$ cat src/rtl/atari_video_pkg.sv
// Shared constants and pixel types for the TIA-to-VGA video path.
package atari_video_pkg;

    localparam int unsigned TIA_LINE_PIXELS = 160;
    localparam int unsigned TIA_PIX_W       = 7;
    localparam int unsigned VGA_H_VISIBLE   = 640;

    typedef struct packed {
        logic [3:0] hue;
        logic [2:0] luma;
    } tia_pix_s;

    typedef logic [TIA_PIX_W-1:0] tia_pix_t;

endpackage

$ cat src/rtl/line_ram.sv
// One scanline bank: single write port, single registered read port.
module line_ram #(
    parameter int unsigned PIX_W       = 7,
    parameter int unsigned LINE_PIXELS = 160,
    parameter int unsigned AW          = $clog2(LINE_PIXELS)
) (
    input  logic             clk,
    input  logic             we,
    input  logic [AW-1:0]    waddr,
    input  logic [PIX_W-1:0] wdata,
    input  logic             re,
    input  logic [AW-1:0]    raddr,
    output logic [PIX_W-1:0] rdata
);

    logic [PIX_W-1:0] mem [LINE_PIXELS];

    always_ff @(posedge clk) begin
        if (we) begin
            mem[waddr] <= wdata;
        end
        if (re) begin
            rdata <= mem[raddr];
        end
    end

endmodule

$ cat src/rtl/scanline_doubler.sv
// Double-buffered TIA line store read twice per line pair by the VGA scan-out.
module scanline_doubler
    import atari_video_pkg::*;
#(
    parameter int unsigned PIX_W       = TIA_PIX_W,
    parameter int unsigned LINE_PIXELS = TIA_LINE_PIXELS,
    parameter int unsigned XSCALE_LOG2 = 2
) (
    input  logic             clk,
    input  logic             reset,
    input  logic             wr_en,
    input  logic [7:0]       wr_xpos,
    input  logic [PIX_W-1:0] wr_data,
    input  logic             wr_line_end,
    input  logic             rd_line_start,
    input  logic [9:0]       vga_hpos,
    input  logic [9:0]       vga_vpos,
    output logic [PIX_W-1:0] pix_out,
    output logic             pix_valid,
    output logic             overrun,
    output logic [7:0]       underrun_cnt
);

    localparam int unsigned AW = $clog2(LINE_PIXELS);

    logic             wbank;
    logic             rbank;
    logic             ready;
    logic             rbank_ok;
    logic             overrun_q;
    logic [7:0]       underrun_q;

    logic             wr_ok;
    logic             swap_qual;
    logic             swap_go;
    logic             underrun_hit;
    logic [9:0]       rd_addr_full;
    logic [AW-1:0]    rd_addr;
    logic             rd_in_range;

    logic [1:0]       we;
    logic [1:0]       re;
    logic [PIX_W-1:0] rdata0;
    logic [PIX_W-1:0] rdata1;

    logic             rsel_q;
    logic             valid_q;

    logic             unused_bits;

    assign unused_bits = ^vga_vpos[9:1];

    // The read bank is always the one not being written.
    assign rbank = ~wbank;

    assign wr_ok        = wr_en && (32'(wr_xpos) < LINE_PIXELS);
    assign swap_qual    = rd_line_start && !vga_vpos[0];
    // A line completing on the swap cycle is taken as ready and swapped at once.
    assign swap_go      = swap_qual && (ready || wr_line_end);
    assign underrun_hit = swap_qual && !ready && !wr_line_end && rbank_ok;

    assign rd_addr_full = vga_hpos >> XSCALE_LOG2;
    assign rd_addr      = rd_addr_full[AW-1:0];
    assign rd_in_range  = 32'(rd_addr_full) < LINE_PIXELS;

    always_comb begin
        we = '0;
        re = '0;
        we[wbank] = wr_ok;
        re[rbank] = 1'b1;
    end

    line_ram #(
        .PIX_W       (PIX_W),
        .LINE_PIXELS (LINE_PIXELS),
        .AW          (AW)
    ) u_bank0 (
        .clk   (clk),
        .we    (we[0]),
        .waddr (wr_xpos[AW-1:0]),
        .wdata (wr_data),
        .re    (re[0]),
        .raddr (rd_addr),
        .rdata (rdata0)
    );

    line_ram #(
        .PIX_W       (PIX_W),
        .LINE_PIXELS (LINE_PIXELS),
        .AW          (AW)
    ) u_bank1 (
        .clk   (clk),
        .we    (we[1]),
        .waddr (wr_xpos[AW-1:0]),
        .wdata (wr_data),
        .re    (re[1]),
        .raddr (rd_addr),
        .rdata (rdata1)
    );

    always_ff @(posedge clk or posedge reset) begin
        if (reset) begin
            wbank      <= 1'b0;
            ready      <= 1'b0;
            rbank_ok   <= 1'b0;
            overrun_q  <= 1'b0;
            underrun_q <= '0;
        end else begin
            if (swap_go) begin
                wbank    <= ~wbank;
                ready    <= 1'b0;
                rbank_ok <= 1'b1;
            end else if (wr_line_end) begin
                ready <= 1'b1;
                if (ready) begin
                    overrun_q <= 1'b1;
                end
            end
            if (underrun_hit && (underrun_q != '1)) begin
                underrun_q <= underrun_q + 8'd1;
            end
        end
    end

    always_ff @(posedge clk or posedge reset) begin
        if (reset) begin
            rsel_q  <= 1'b1;
            valid_q <= 1'b0;
        end else begin
            rsel_q  <= rbank;
            valid_q <= rbank_ok && rd_in_range;
        end
    end

    // RAM data is registered inside the bank; the reset-cleared valid bit gates it
    // so the output drops to zero the instant reset asserts.
    assign pix_out      = valid_q ? (rsel_q ? rdata1 : rdata0) : '0;
    assign pix_valid    = valid_q;
    assign overrun      = overrun_q;
    assign underrun_cnt = underrun_q;

endmodule
$ cat config.mk
export PLATFORM = sky130hd
export DESIGN_NAME = scanline_doubler
export DESIGN_NICKNAME = d
export VERILOG_FILES = /design/src/rtl/atari_video_pkg.sv /design/src/rtl/line_ram.sv /design/src/rtl/scanline_doubler.sv
export SDC_FILE = /design/constraint.sdc
export NUM_CORES = 2
export LEC_CHECK = 0
export ABC_CLOCK_PERIOD_IN_PS = 5200
export BUFFER_PORTS_ARGS = -buffer_cell sky130_fd_sc_hd__buf_2
export CAP_MARGIN = 20
export CELL_PAD_IN_SITES_DETAIL_PLACEMENT = 1
export CELL_PAD_IN_SITES_GLOBAL_PLACEMENT = 1
export CORE_UTILIZATION = 41
export DETAILED_ROUTE_END_ITERATION = 12
export PLACE_DENSITY_LB_ADDON = 0.1
export REMOVE_ABC_BUFFERS = 1
export SKIP_LAST_GASP = 1
export SLEW_MARGIN = 0
export SYNTH_ARGS = -nofsm -noshare
export SYNTH_HDL_FRONTEND = slang
export SYNTH_SLANG_ARGS = --single-unit
export TNS_END_PERCENT = 50
$ cat constraint.sdc
create_clock -name clk -period 5.2 [get_ports clk]
set_input_delay 0 -clock clk [delete_from_list [all_inputs] [get_ports clk]]
set_output_delay 0 -clock clk [all_outputs]
set_load 0.005 [all_outputs]
==> summary.md <==
| Metric | Value |
|---|---|
| Final Hold Violating Endpoints | 0 |
| Slowest CP cell | nand3b_1 |
| FF-to-FF path depth | 5 |
| Via density | 5.78 |
| FMAX | 0.308 GHz |
| Cell count after synthesis | 4042 |
| Die area | 217000 sq um |
| Total global-route track usage | 0.227 |
| Vias in the first global route | 44.3k |
| WP buf/inv | 4 |
| Commonest cells in the netlist | edfxtp_1 (2254), mux4_2 (621), nor2_1 (370) |
| Hold_ws | 112 ps |
| Delay-heaviest family, CP | buffers and inverters |
| Layout filler cell count | 18.9k |
| Final HPWL DP | 147000 um |
| Synth area leader | edfxtp_1 |
| Register area share after synthesis | 0.771 |
| Layout Nets | 4252 |
| DRT antenna net count | 0 |
| DR pass1 iterations | 5 |
| Clock Sinks | 2268 |
| Layout area overhead | 13.1% |
| # DRC | 0 |
| Final Cycle Share | 0.624 |
| Slew Viols, Final | 0 |
| Share of layout cells above drive strength 1 | 0.258 |
| CORE AREA | 213000 sq um |
| Final Instance Area | 99900 sq um |
| Tightest Pin Transition | 1210 ps |
| Clk Latency, worst-skew pair | 870 ps |
| Worst EP arrival | 3860 ps |
| Crit. path cell count | 10 |
| Global-route wire length before repair | 346000 um |
| Most common cell in the synthesized netlist | edfxtp_1 |
| Pre-CTS setup slack | 1700 ps |
| Seq cells post-synth | 2268 |
| Root Driver | clkbuf_16 |
| I/O Buffers | 45 |
| CP peak stage delay | 810 ps |
| Initial antenna violation count | 12 |
| Final setup skew | 48.9 ps |
| Post-synth top flop | edfxtp_1 |
| WL final | 245000 um |
| Placer Congestion | 0.809 |
| WL per Instance | 33.9 um |
| EDFF count, synth | 2254 |
| Period minus WS final | 3240 ps |
| # setup viols final | 0 |
| Layout Utilization | 0.469 |
| DR vias | 41.8k |
| Total power | 39.2 mW |
| Final Non-Filler Cells | 7231 |
| Hold Path Class | primary input to flip-flop |
| Yosys top cell area share | 0.767 |
| Clock-pin slew on the worst setup and hold paths | 60 ps |
| Die width | 466 um |
| Number of DRC markers in iteration 0 | 3866 |
| Die Ht | 466 um |
| Netlist cell types | 69 |
| Mapped cell area | 88300 sq um |
| Num rows | 169 |
| Status | finished clean |
| Slew HR | 0.196 |
| Crit Reg-Reg Endpoint | u_bank1.mem[123][0]$_DFFE_PP_ |
| Worst reg-to-reg setup slack | 1990 ps |
| Setup slack after layout | 1960 ps |
| Startpoint type of the worst setup path | primary input |
| CP dominant cell by count | dlygate4sd3_1 |
| Number of buffers created by CTS | 236 |
| Leak pwr | 30.7 nW |
| Worst r2r src | wbank$_DFFE_PP0P_ |
| DP Area | 92000 sq um |
| Power per cell area | 393 nW/um^2 |
| Htree depth | 4 |
| Area of the multi-input gates | 18900 sq um |
| Post-CTS Resized | 0 |
| TritonCTS clock tree | done |
| Avg Inst Size Synth | 21.8 sq um |
| Cells along the critical path | dlygate4sd3_1, buf_2, nand3b_1, or2_2, o32ai_1, nor4_1, buf_4, o2111ai_1, a2bb2oi_1, dlygate4sd3_1 |
| Max-Cap Viols | 0 |
| Synthesis Warnings | 0 |
| Ys async rst share | 0.00617 |
| Critical-path maximum fanout | 13 |
| Critical Path End Type | flip-flop |
| Synth top area cells | edfxtp_1 (77%), mux4_2 (16%), nor2_1 (1.6%) |
| Maximum VDD drop | 368 uV |
| GRT Residual Overflow | 0 |
| Placed cell count | 6773 |
| Worst Setup SP | vga_hpos[8] |
| Starting Density | 0.415 |
| Setup tns final | 0 ps |
| Critical path class | primary input to flip-flop |
| Largest net degree at the start of global routing | 189 |
| RSZ-0062 raised after global routing | false |
| Crit path to | u_bank0.rdata[0]$_DFFE_PP_ |
| Clock Path Buffers | 3 |
| WP data required | 5820 ps |
| Boundary pin count | 57 |
| FF/Latch Area | 68000 sq um |
==> power by group <==
group	switching [mW]	leakage, nW	internal (mW)
Clock	7.20	3.71	9.59
Sequential	0.0488	20.4	20.2
Combinational	1.42	6.58	0.740
Total	8.67	30.7	30.5
==> metal layers <==
metal  routed length [um]  global-route usage  up-vias  share of wire
li1                     -                   -    17200              -
met1               109000               0.328    23200           0.45
met2               120000               0.370     1084           0.49
met3                10900              0.0287      291          0.045
met4                 4890              0.0525        2          0.020
met5                    9                   0        -       0.000037
==> how the worst min path moves through the flow <==
stage,startpoint,to,slack (ps),depth (start not counted)
6_report,vga_hpos[7],u_bank0.rdata[5]$_DFFE_PP_,110,4
3_5_place_dp,reset,underrun_cnt[4]$_DFFE_PP0P_,170,2
5_1_grt,vga_hpos[7],u_bank0.rdata[5]$_DFFE_PP_,90,4
2_1_floorplan,reset,overrun$_DFFE_PP0P_,-110,1
3_3_place_gp,reset,underrun_cnt[3]$_DFFE_PP0P_,170,2
4_1_cts,vga_hpos[7],u_bank0.rdata[5]$_DFFE_PP_,30,4
==> logic make-up after synthesis <==
family	share of synthesized area
flops	0.771
fa+ha+maj	0.000142
compound gates	0.0127
buf+inv	0.0157
simple gates	0.0300
xor+xnor	0.000794
mux	0.170
==> layout by cell type (no fill, tap or decap), types with 6 or more instances in the layout <==
cell           instances
buf_12                26
clkinv_2              39
o21ai_0                7
nand3_1               32
buf_2                 34
nand2_2                9
nor4_1                 6
a21oi_1               23
nor2_1               370
a31oi_1                7
o21ai_1                8
clkbuf_1              48
o22ai_1               28
buf_8                 10
mux4_2               621
dlygate4sd3_1         21
buf_4                 89
clkinv_1              64
dfrtp_1               13
a22oi_1                7
nor2b_1               24
inv_1                  6
bufinv_16             25
mux2i_1               93
nand3_2                6
nor3_1                18
edfxtp_1            2254
nand2_1              116
mux2_2                 6
a211oi_1              13
o221ai_1              22
and2_1                 9
and3_1                11
clkbuf_16            237
==> layout make-up <==
type                       instances  area share
inverter                           9    0.000413
sequential                      2268       0.681
tap                             2821      0.0353
clock buffer                     285      0.0612
clock inverter                   149      0.0151
antenna                            3   0.0000752
multi-input combinational       1516       0.189
timing repair buffer             180      0.0172
==> registers in the layout, summed over array words and instances, names as in the netlist <==
signal,count
overrun,1
pix_valid,1
rbank_ok,1
ready,1
rsel_q,1
u_bank0.mem,1120
u_bank0.rdata,7
u_bank1.mem,1120
u_bank1.rdata,7
underrun_cnt,8
wbank,1
==> worst reg2reg max path: stages, from the launching register on <==
cell and delay, ps:
dfrtp_1 330, buf_4 240, nand2b_1 110, nor2_1 250, nand3_1 770, nor2_1 1130
==> what timing repair did <==
action,in CTS,in global routing
hold buffers,21,0
setup buffers,0,0
endpoints found under the hold margin,782,0
Power figures use the tool's default switching activity.
